$ cat config.mk
export PLATFORM = sky130hd
export DESIGN_NAME = rf_wr_arbiter
export DESIGN_NICKNAME = d
export VERILOG_FILES = /design/src/rtl/rf_wr_arbiter.sv
export SDC_FILE = /design/constraint.sdc
export NUM_CORES = 1
export LEC_CHECK = 0
export BUFFER_PORTS_ARGS = -buffer_cell sky130_fd_sc_hd__buf_2
export CORE_MARGIN = 3
export CORE_UTILIZATION = 44
export DETAILED_ROUTE_END_ITERATION = 8
export GPL_TIMING_DRIVEN = 0
export PLACE_DENSITY = 0.76
export SLEW_MARGIN = 20
export SYNTH_ARGS = -nofsm -noshare
export SYNTH_HDL_FRONTEND = slang
export SYNTH_SLANG_ARGS = --single-unit
$ cat constraint.sdc
create_clock -name clk -period 3.15 [get_ports clk]
set_input_delay 0.1575 -clock clk [delete_from_list [all_inputs] [get_ports clk]]
set_output_delay 0.1575 -clock clk [all_outputs]
set_load 0.005 [all_outputs]
$ cat src/rtl/rf_wr_arbiter.sv
// Register-file write-port arbiter: the in-order pipeline writeback has priority, and
// long-latency async results are queued, killed when stale, and forced through on starvation.
module rf_wr_arbiter #(
  parameter int DEPTH        = 2,
  parameter int STARVE_LIMIT = 4
) (
  input  logic                     clk,
  input  logic                     reset,
  input  logic                     i_pipe_RegWrEn,
  input  logic [4:0]               i_pipe_RegDst,
  input  logic [31:0]              i_pipe_RegWrData,
  input  logic                     i_async_valid,
  output logic                     o_async_ready,
  input  logic [4:0]               i_async_RegDst,
  input  logic [31:0]              i_async_Data,
  output logic                     o_RegWrEn,
  output logic [4:0]               o_RegDst,
  output logic [31:0]              o_RegWrData,
  output logic                     o_pipe_stall,
  output logic [$clog2(DEPTH):0]   o_pending_cnt,
  input  logic [4:0]               i_rs1,
  input  logic [4:0]               i_rs2,
  output logic                     o_rs1_pending,
  output logic                     o_rs2_pending
);

  localparam int PW = $clog2(DEPTH);
  localparam int CW = PW + 1;
  localparam int WW = $clog2(STARVE_LIMIT + 1);

  logic [4:0]       rd_q   [DEPTH];
  logic [31:0]      data_q [DEPTH];
  logic [DEPTH-1:0] live_q;
  logic [DEPTH-1:0] live_nxt;
  logic [DEPTH-1:0] kill_vec;
  logic [PW-1:0]    wr_ptr;
  logic [PW-1:0]    rd_ptr;
  logic [CW-1:0]    count;
  logic [WW-1:0]    wait_cnt;
  logic             stall_q;

  logic head_valid;
  logic head_live;
  logic pipe_act;
  logic grant;
  logic pop;
  logic ready;
  logic push;
  logic store;
  logic push_live;
  logic blocked;
  logic starve_hit;

  always_comb begin
    head_valid = (count != '0);
    head_live  = head_valid & live_q[rd_ptr];
    pipe_act   = !reset & i_pipe_RegWrEn & (i_pipe_RegDst != 5'd0) & !stall_q;
    grant      = !reset & head_live & !pipe_act;
    // A dead head drains every cycle; a live head leaves only when it gets the port.
    pop        = !reset & head_valid & (!live_q[rd_ptr] | !pipe_act);
    ready      = !reset & (count < CW'(DEPTH));
    push       = i_async_valid & ready;
    store      = push & (i_async_RegDst != 5'd0);
    push_live  = !(pipe_act & (i_async_RegDst == i_pipe_RegDst));
    blocked    = head_live & pipe_act;
    starve_hit = blocked & (wait_cnt == WW'(STARVE_LIMIT - 1));
  end

  always_comb begin
    o_RegWrEn   = 1'b0;
    o_RegDst    = '0;
    o_RegWrData = '0;
    if (pipe_act) begin
      o_RegWrEn   = 1'b1;
      o_RegDst    = i_pipe_RegDst;
      o_RegWrData = i_pipe_RegWrData;
    end else if (grant) begin
      o_RegWrEn   = 1'b1;
      o_RegDst    = rd_q[rd_ptr];
      o_RegWrData = data_q[rd_ptr];
    end
  end

  // A live bit is only ever set on an occupied slot and cleared on pop, so it also marks occupancy.
  always_comb begin
    for (int unsigned i = 0; i < DEPTH; i++) begin
      kill_vec[i] = pipe_act & live_q[i] & (rd_q[i] == i_pipe_RegDst);
      live_nxt[i] = live_q[i] & !kill_vec[i];
      if (pop && (rd_ptr == PW'(i)))
        live_nxt[i] = 1'b0;
      if (store && (wr_ptr == PW'(i)))
        live_nxt[i] = push_live;
    end
  end

  always_comb begin
    o_rs1_pending = 1'b0;
    o_rs2_pending = 1'b0;
    for (int unsigned i = 0; i < DEPTH; i++) begin
      if (live_q[i] && (rd_q[i] == i_rs1))
        o_rs1_pending = 1'b1;
      if (live_q[i] && (rd_q[i] == i_rs2))
        o_rs2_pending = 1'b1;
    end
    if (reset || (i_rs1 == 5'd0))
      o_rs1_pending = 1'b0;
    if (reset || (i_rs2 == 5'd0))
      o_rs2_pending = 1'b0;
  end

  always_ff @(posedge clk) begin
    if (store) begin
      rd_q[wr_ptr]   <= i_async_RegDst;
      data_q[wr_ptr] <= i_async_Data;
    end
  end

  always_ff @(posedge clk) begin
    if (reset) begin
      live_q   <= '0;
      wr_ptr   <= '0;
      rd_ptr   <= '0;
      count    <= '0;
      wait_cnt <= '0;
      stall_q  <= 1'b0;
    end else begin
      live_q <= live_nxt;
      if (store)
        wr_ptr <= wr_ptr + PW'(1);
      if (pop)
        rd_ptr <= rd_ptr + PW'(1);
      case ({store, pop})
        2'b10:   count <= count + CW'(1);
        2'b01:   count <= count - CW'(1);
        default: count <= count;
      endcase
      wait_cnt <= blocked ? wait_cnt + WW'(1) : '0;
      stall_q  <= starve_hit;
    end
  end

  assign o_async_ready = ready;
  assign o_pipe_stall  = stall_q;
  assign o_pending_cnt = reset ? '0 : count;

endmodule

[After elaboration in Yosys (flattened, before gate mapping)]
Memories as Yosys holds them, arrays and structs flattened. A register that Yosys moved wholly into a read port is not among the register bits.
Cells that the tools add are included.
Storage, ports and cells
  ROM bits: 0
  memories: 2
  output and inout port bits: 44
  bits in latches: 0
  memory bits (writable): 74
  bits in registers: 10
Operators by class
  divide/modulo/power cells: 0
  magnitude comparators: 2
  bitwise operators: 24
  mux-type cells: 26
  $mul: 0
  reduce and logical (&&, ||, !) cells: 24
  $add $sub $neg: 5
  shifts and indexed selects: 0
  eq/ne operators: 10
Memories
  data_q: words 2, bits a word 32, read ports 1, clocked after memory_dff 1, wr ports 1, line 32  | logic [31:0] data_q [DEPTH];
  rd_q: words 2, bits a word 5, read ports 3, clocked after memory_dff 1, wr ports 1, line 31  | logic [4:0] rd_q [DEPTH];
Operators with widths (count)
  $mux W32: 2
  $eq A5 B5 Y1: 7
  $and A1 B1 Y1: 20
  $mux W1: 20
  $logic_not A5 Y1: 2
  $mux W5: 2
  $reduce_bool A5 Y1: 2
  $logic_and A1 B1 Y1: 8
  $logic_not A1 Y1: 7
  $pmux W2 S2: 1
  $reduce_bool A2 Y1: 2
  $add A3 B1 Y3 const B: 1
  $eq A3 B2 Y1 const B: 1
  $not A1 Y1: 3
  $add A1 B1 Y1 const B: 2
  $add A2 B1 Y2 const B: 1
  $eq A2 B1 Y1 const B: 1
  $eq A2 B2 Y1 const B: 1
  $logic_or A1 B1 Y1: 2
  $lt A1 B2 Y1 const B: 1
  $lt A2 B2 Y1 const B: 1
  $mux W2: 1
  $reduce_or A2 Y1: 1
  $sub A2 B1 Y2 const B: 1
  $or A1 B1 Y1: 1

[Depth between registers and ports, before layout]
  depth in word-level cells: 10
  depth in mapped cells: 8

[Worst setup path before layout]
No wires, ideal clock.
  path kind: flip-flop to flip-flop
  start point: reg count[1]
  end point: mem data_q[0][0], enable pin
  period minus slack after synthesis: 2.766 ns
  cell stages (with the launch flop): 4
  required time: 2.716 ns
  library setup time: 0.434 ns
  setup slack: 0.384 ns
  arrival time: 2.332 ns
  path buffers: 0
  cells stage by stage: dfxtp_1 > nor2_1 > o211ai_1 > nor2_1
Between the ends
  word-level cells in the longest chain between the ends: 6
Ends and longest elaborated chain
  from (decl): line 38  | logic [CW-1:0] count;
  from (signal assigned): line 133  | 2'b10: count <= count + CW'(1);
  from (signal assigned): line 134  | 2'b01: count <= count - CW'(1);
  from (signal assigned): line 135  | default: count <= count;
  $lt A2 B2 Y1: line 61  | ready = !reset & (count < CW'(DEPTH));
  $and A1 B1 Y1: line 61
  via o_async_ready: line 13  | output logic o_async_ready,
  $and A1 B1 Y1: line 62  | push = i_async_valid & ready;
  $and A1 B1 Y1: line 63  | store = push & (i_async_RegDst != 5'd0);
  $mux W1: line 112  | if (store) begin
  $mux W1 (not written as such): line 114  | data_q[wr_ptr] <= i_async_Data;
  to (decl): line 32
The timed path passes the listed nets, and every way through them passes these cells.

[Worst setup path after layout]
  start point: reg stall_q, in the netlist o_pipe_stall
  end point: out o_RegWrData[12]
Between the ends
  word-level cells in the longest chain between the ends: 6
Ends and longest elaborated chain
  from (decl): line 40  | logic stall_q;
  from (signal assigned): line 138  | stall_q <= starve_hit;
  $logic_not A1 Y1 (*): line 57  | pipe_act = !reset & i_pipe_RegWrEn & (i_pipe_RegDst != 5'd0) & !stall_q;
  $and A1 B1 Y1 (*): line 57
  $logic_not A1 Y1: line 58  | grant = !reset & head_live & !pipe_act;
  $and A1 B1 Y1: line 58
  $mux W32: line 77  | end else if (grant) begin
  $mux W32 (*): line 73  | if (pipe_act) begin
  to (decl): line 18  | output logic [31:0] o_RegWrData,
Mark *: on every way between the ends. The rest lies on a longest branch, timed or not.

==> metrics.yaml <==
grt_max_degree: 21
async_flop_share_pct: 0
avgSynthCellArea_sq_um: 12.6
start_util_pct: 46.7
final_cells: 598
clkTransAtPathRegs_ns: 0.09
synthesis.nets: 407
cts_sinks: 85
final_core_util_pct: 63.0
fin_ws_ns: 0.372
mappedNetlistArea_sq_um: 3950
nets: 582
endpoint_kind: "output port"
clock_latency_ns: 0.35
slew_headroom_pct: 36.6
ios: 132
die-area_sq_um: 10200
gr-total-overflow: 0
yosys_warnings: 0
rr_startpoint: "o_pipe_stall$_SDFF_PP0_"
min_path_type: "in2reg"
hold_viol: 0
rsz0062_at_grt: "false"
arrival_ns: 2.62
worstMarginPinSlew_ns: 0.949
total_power_mw: 2.88
power_leakage_nw: 2.12
reg2reg_slack_ns: 0.49
drc: 0
drtPass1Iterations: 4
crit_start: "o_pipe_stall$_SDFF_PP0_"
max_clock_freq_mhz: 360
cp.required_ns: 2.99
htreeDepth: 3
r2r_cells: 7
vdd_drop_max_v: 0.000345
n_antenna_cell: 0
setup.worst_path.class: "reg2out"
area_growth_pct: 34.8
cts_inserted_buffers: 9
synth_top_area_share_pct: 56.2
crit_path_end: "o_RegWrData[12]"
vias: 3136
cp_max_fo: 10
synth-seq-cells: 85
status: "finished, final reports clean"
die_w_um: 101
cts_tree: "yes"
startpoint_type: "flip-flop"
powerDensity_nw_per_um2: 541
hpwl_mm: 6.87
antenna_left: 0
track_usage_pct: 20.2
first_global_vias: 3305
coreArea_sq_um: 8460
cts_root_buffer: "clkbuf_8"
slew_viol_final: 0
syn_inst: 314
die_y_um: 101
portBuffers: 130
place.gp.congestion: 0.810
cap_violations: 0
skew_ns: 0.00831
post_cts_resized: 0
yosysSeqAreaShare_pct: 61.8
cts.path.max_buffers: 2
fp-row-count: 33
yosysUniqueCellTypes: 37
routedWlPerCell_um: 16.9
synth_edf_count: 74
grt_first_pass_wirelength_mm: 15.7
finalSetupViolCount: 0
routed_wirelength_mm: 10.1
antenna_found_initial: 1
synth.largest_area_cell: "edfxtp_1"
preCtsSetupSlack_ns: 0.490
place_inst: 551
synthTopCellsByArea: "edfxtp_1 56%, mux2i_1 9.6%, dfxtp_1 5.6%"
synth_flop_cell: "edfxtp_1"
drt_iter0_drc: 106
period_share_pct: 88.2
viasPerCell: 5.24
drive_above_1_share_pct: 32.5
fin_crit_ns: 2.78
r2r-end: "count[1]$_SDFFE_PP0P_"
[cell usage in the layout (no fill, tap or decap), types with 3 or more instances in the layout]
cell and count:
nor2_1 9, xor2_1 23, clkbuf_2 3, xnor2_1 15
o21ai_0 36, ha_1 5, a21oi_1 3, edfxtp_1 74
nor4_1 6, mux2i_1 38, clkbuf_1 4, nand3_1 9
inv_1 3, buf_2 135, clkbuf_8 9, dlygate4sd3_1 32
nand2_1 39, nor3_1 3, dfxtp_1 11
[timing repair]
item	CTS	global route
hold buffers	32	0
endpoints found under the hold margin	64	0
buffers inserted	0	0
[how the worst min path moves through the flow]
| stage | startpoint | endpoint | depth (start not counted) |
|---|---|---|---|
| floorplan | i_async_Data[0] | data_q[0][0]$_DFFE_PP_ | 0 |
| global placement | i_async_Data[11] | data_q[0][11]$_DFFE_PP_ | 1 |
| detailed placement | i_async_Data[28] | data_q[1][28]$_DFFE_PN_ | 1 |
| CTS | i_async_RegDst[1] | rd_q[1][1]$_DFFE_PN_ | 1 |
| global route | i_async_RegDst[1] | rd_q[1][1]$_DFFE_PN_ | 1 |
| finish | i_async_RegDst[1] | rd_q[1][1]$_DFFE_PN_ | 1 |
[state kept, by name, indices dropped and copies added (netlist names), named ones only]
register and flops:
data_q 64, rd_q 10, wait_cnt 3, count 2, live_q 2, o_pipe_stall 1, rd_ptr 1, wr_ptr 1
[Yosys cell counts, types with 5 or more instances]
cell type / number
dfxtp_1: 11
o21ai_0: 36
nand2_1: 39
nor2_1: 10
buf_2: 5
mux2i_1: 38
nor4_1: 6
xor2_1: 23
ha_1: 5
edfxtp_1: 74
xnor2_1: 15
nand3_1: 9
[power by group]
| group | total, mW | internal, mW | switching (mW) |
|---|---|---|---|
| clock network | 0.826 | 0.443 | 0.383 |
| logic | 0.678 | 0.323 | 0.355 |
| registers | 1.38 | 1.32 | 0.0562 |
| total | 2.88 | 2.09 | 0.795 |
[worst max-delay path, cell delays in order (launching register included)]
cell	delay, ns
dfxtp_1	0.32
nor3b_1	0.78
o21ai_2	0.21
nand2_1	0.38
clkbuf_2	0.31
o21ai_0	0.14
buf_2	0.15
[layer usage]
metal  part of all wire [%]  track usage [%]  up-vias
met5                  0.099                0        -
met3                    7.0             4.29       18
met1                     39             24.0     1470
met2                     52             35.6      138
met4                    1.7             7.98        2
li1                       -                -     1508
[per-stage QoR]
step | hold slack, ns | cell area (sq um) | setup TNS [ns]
after floorplan | 0.256 | 3950 | 0
after global placement | 0.346 | 4740 | -21.42
after detailed placement | 0.349 | 4800 | 0
after CTS | 0.0113 | 5330 | 0
final | 0.0388 | 5330 | 0
after global routing | 0.0218 | 5330 | 0
[cell type report]
class	instances	area, sq um
Fill cell	640	3140
Sequential cell	85	2440
Multi-Input combinational cell	212	1450
Timing Repair Buffer	164	1030
Tap cell	105	131
Clock buffer	9	124
Clock inverter	6	86.3
Buffer	13	58.8
Inverter	4	15.0
[logic make-up after synthesis]
group,share of synthesized area (%)
buffers and inverters,1.87
and+or+nand+nor,9.27
adders and majority gates,1.58
muxes,9.90
DFF,61.8
xor gates and xnor gates,8.42
AOI/OAI and AO/OA,7.18
Power figures use the tool's default switching activity.
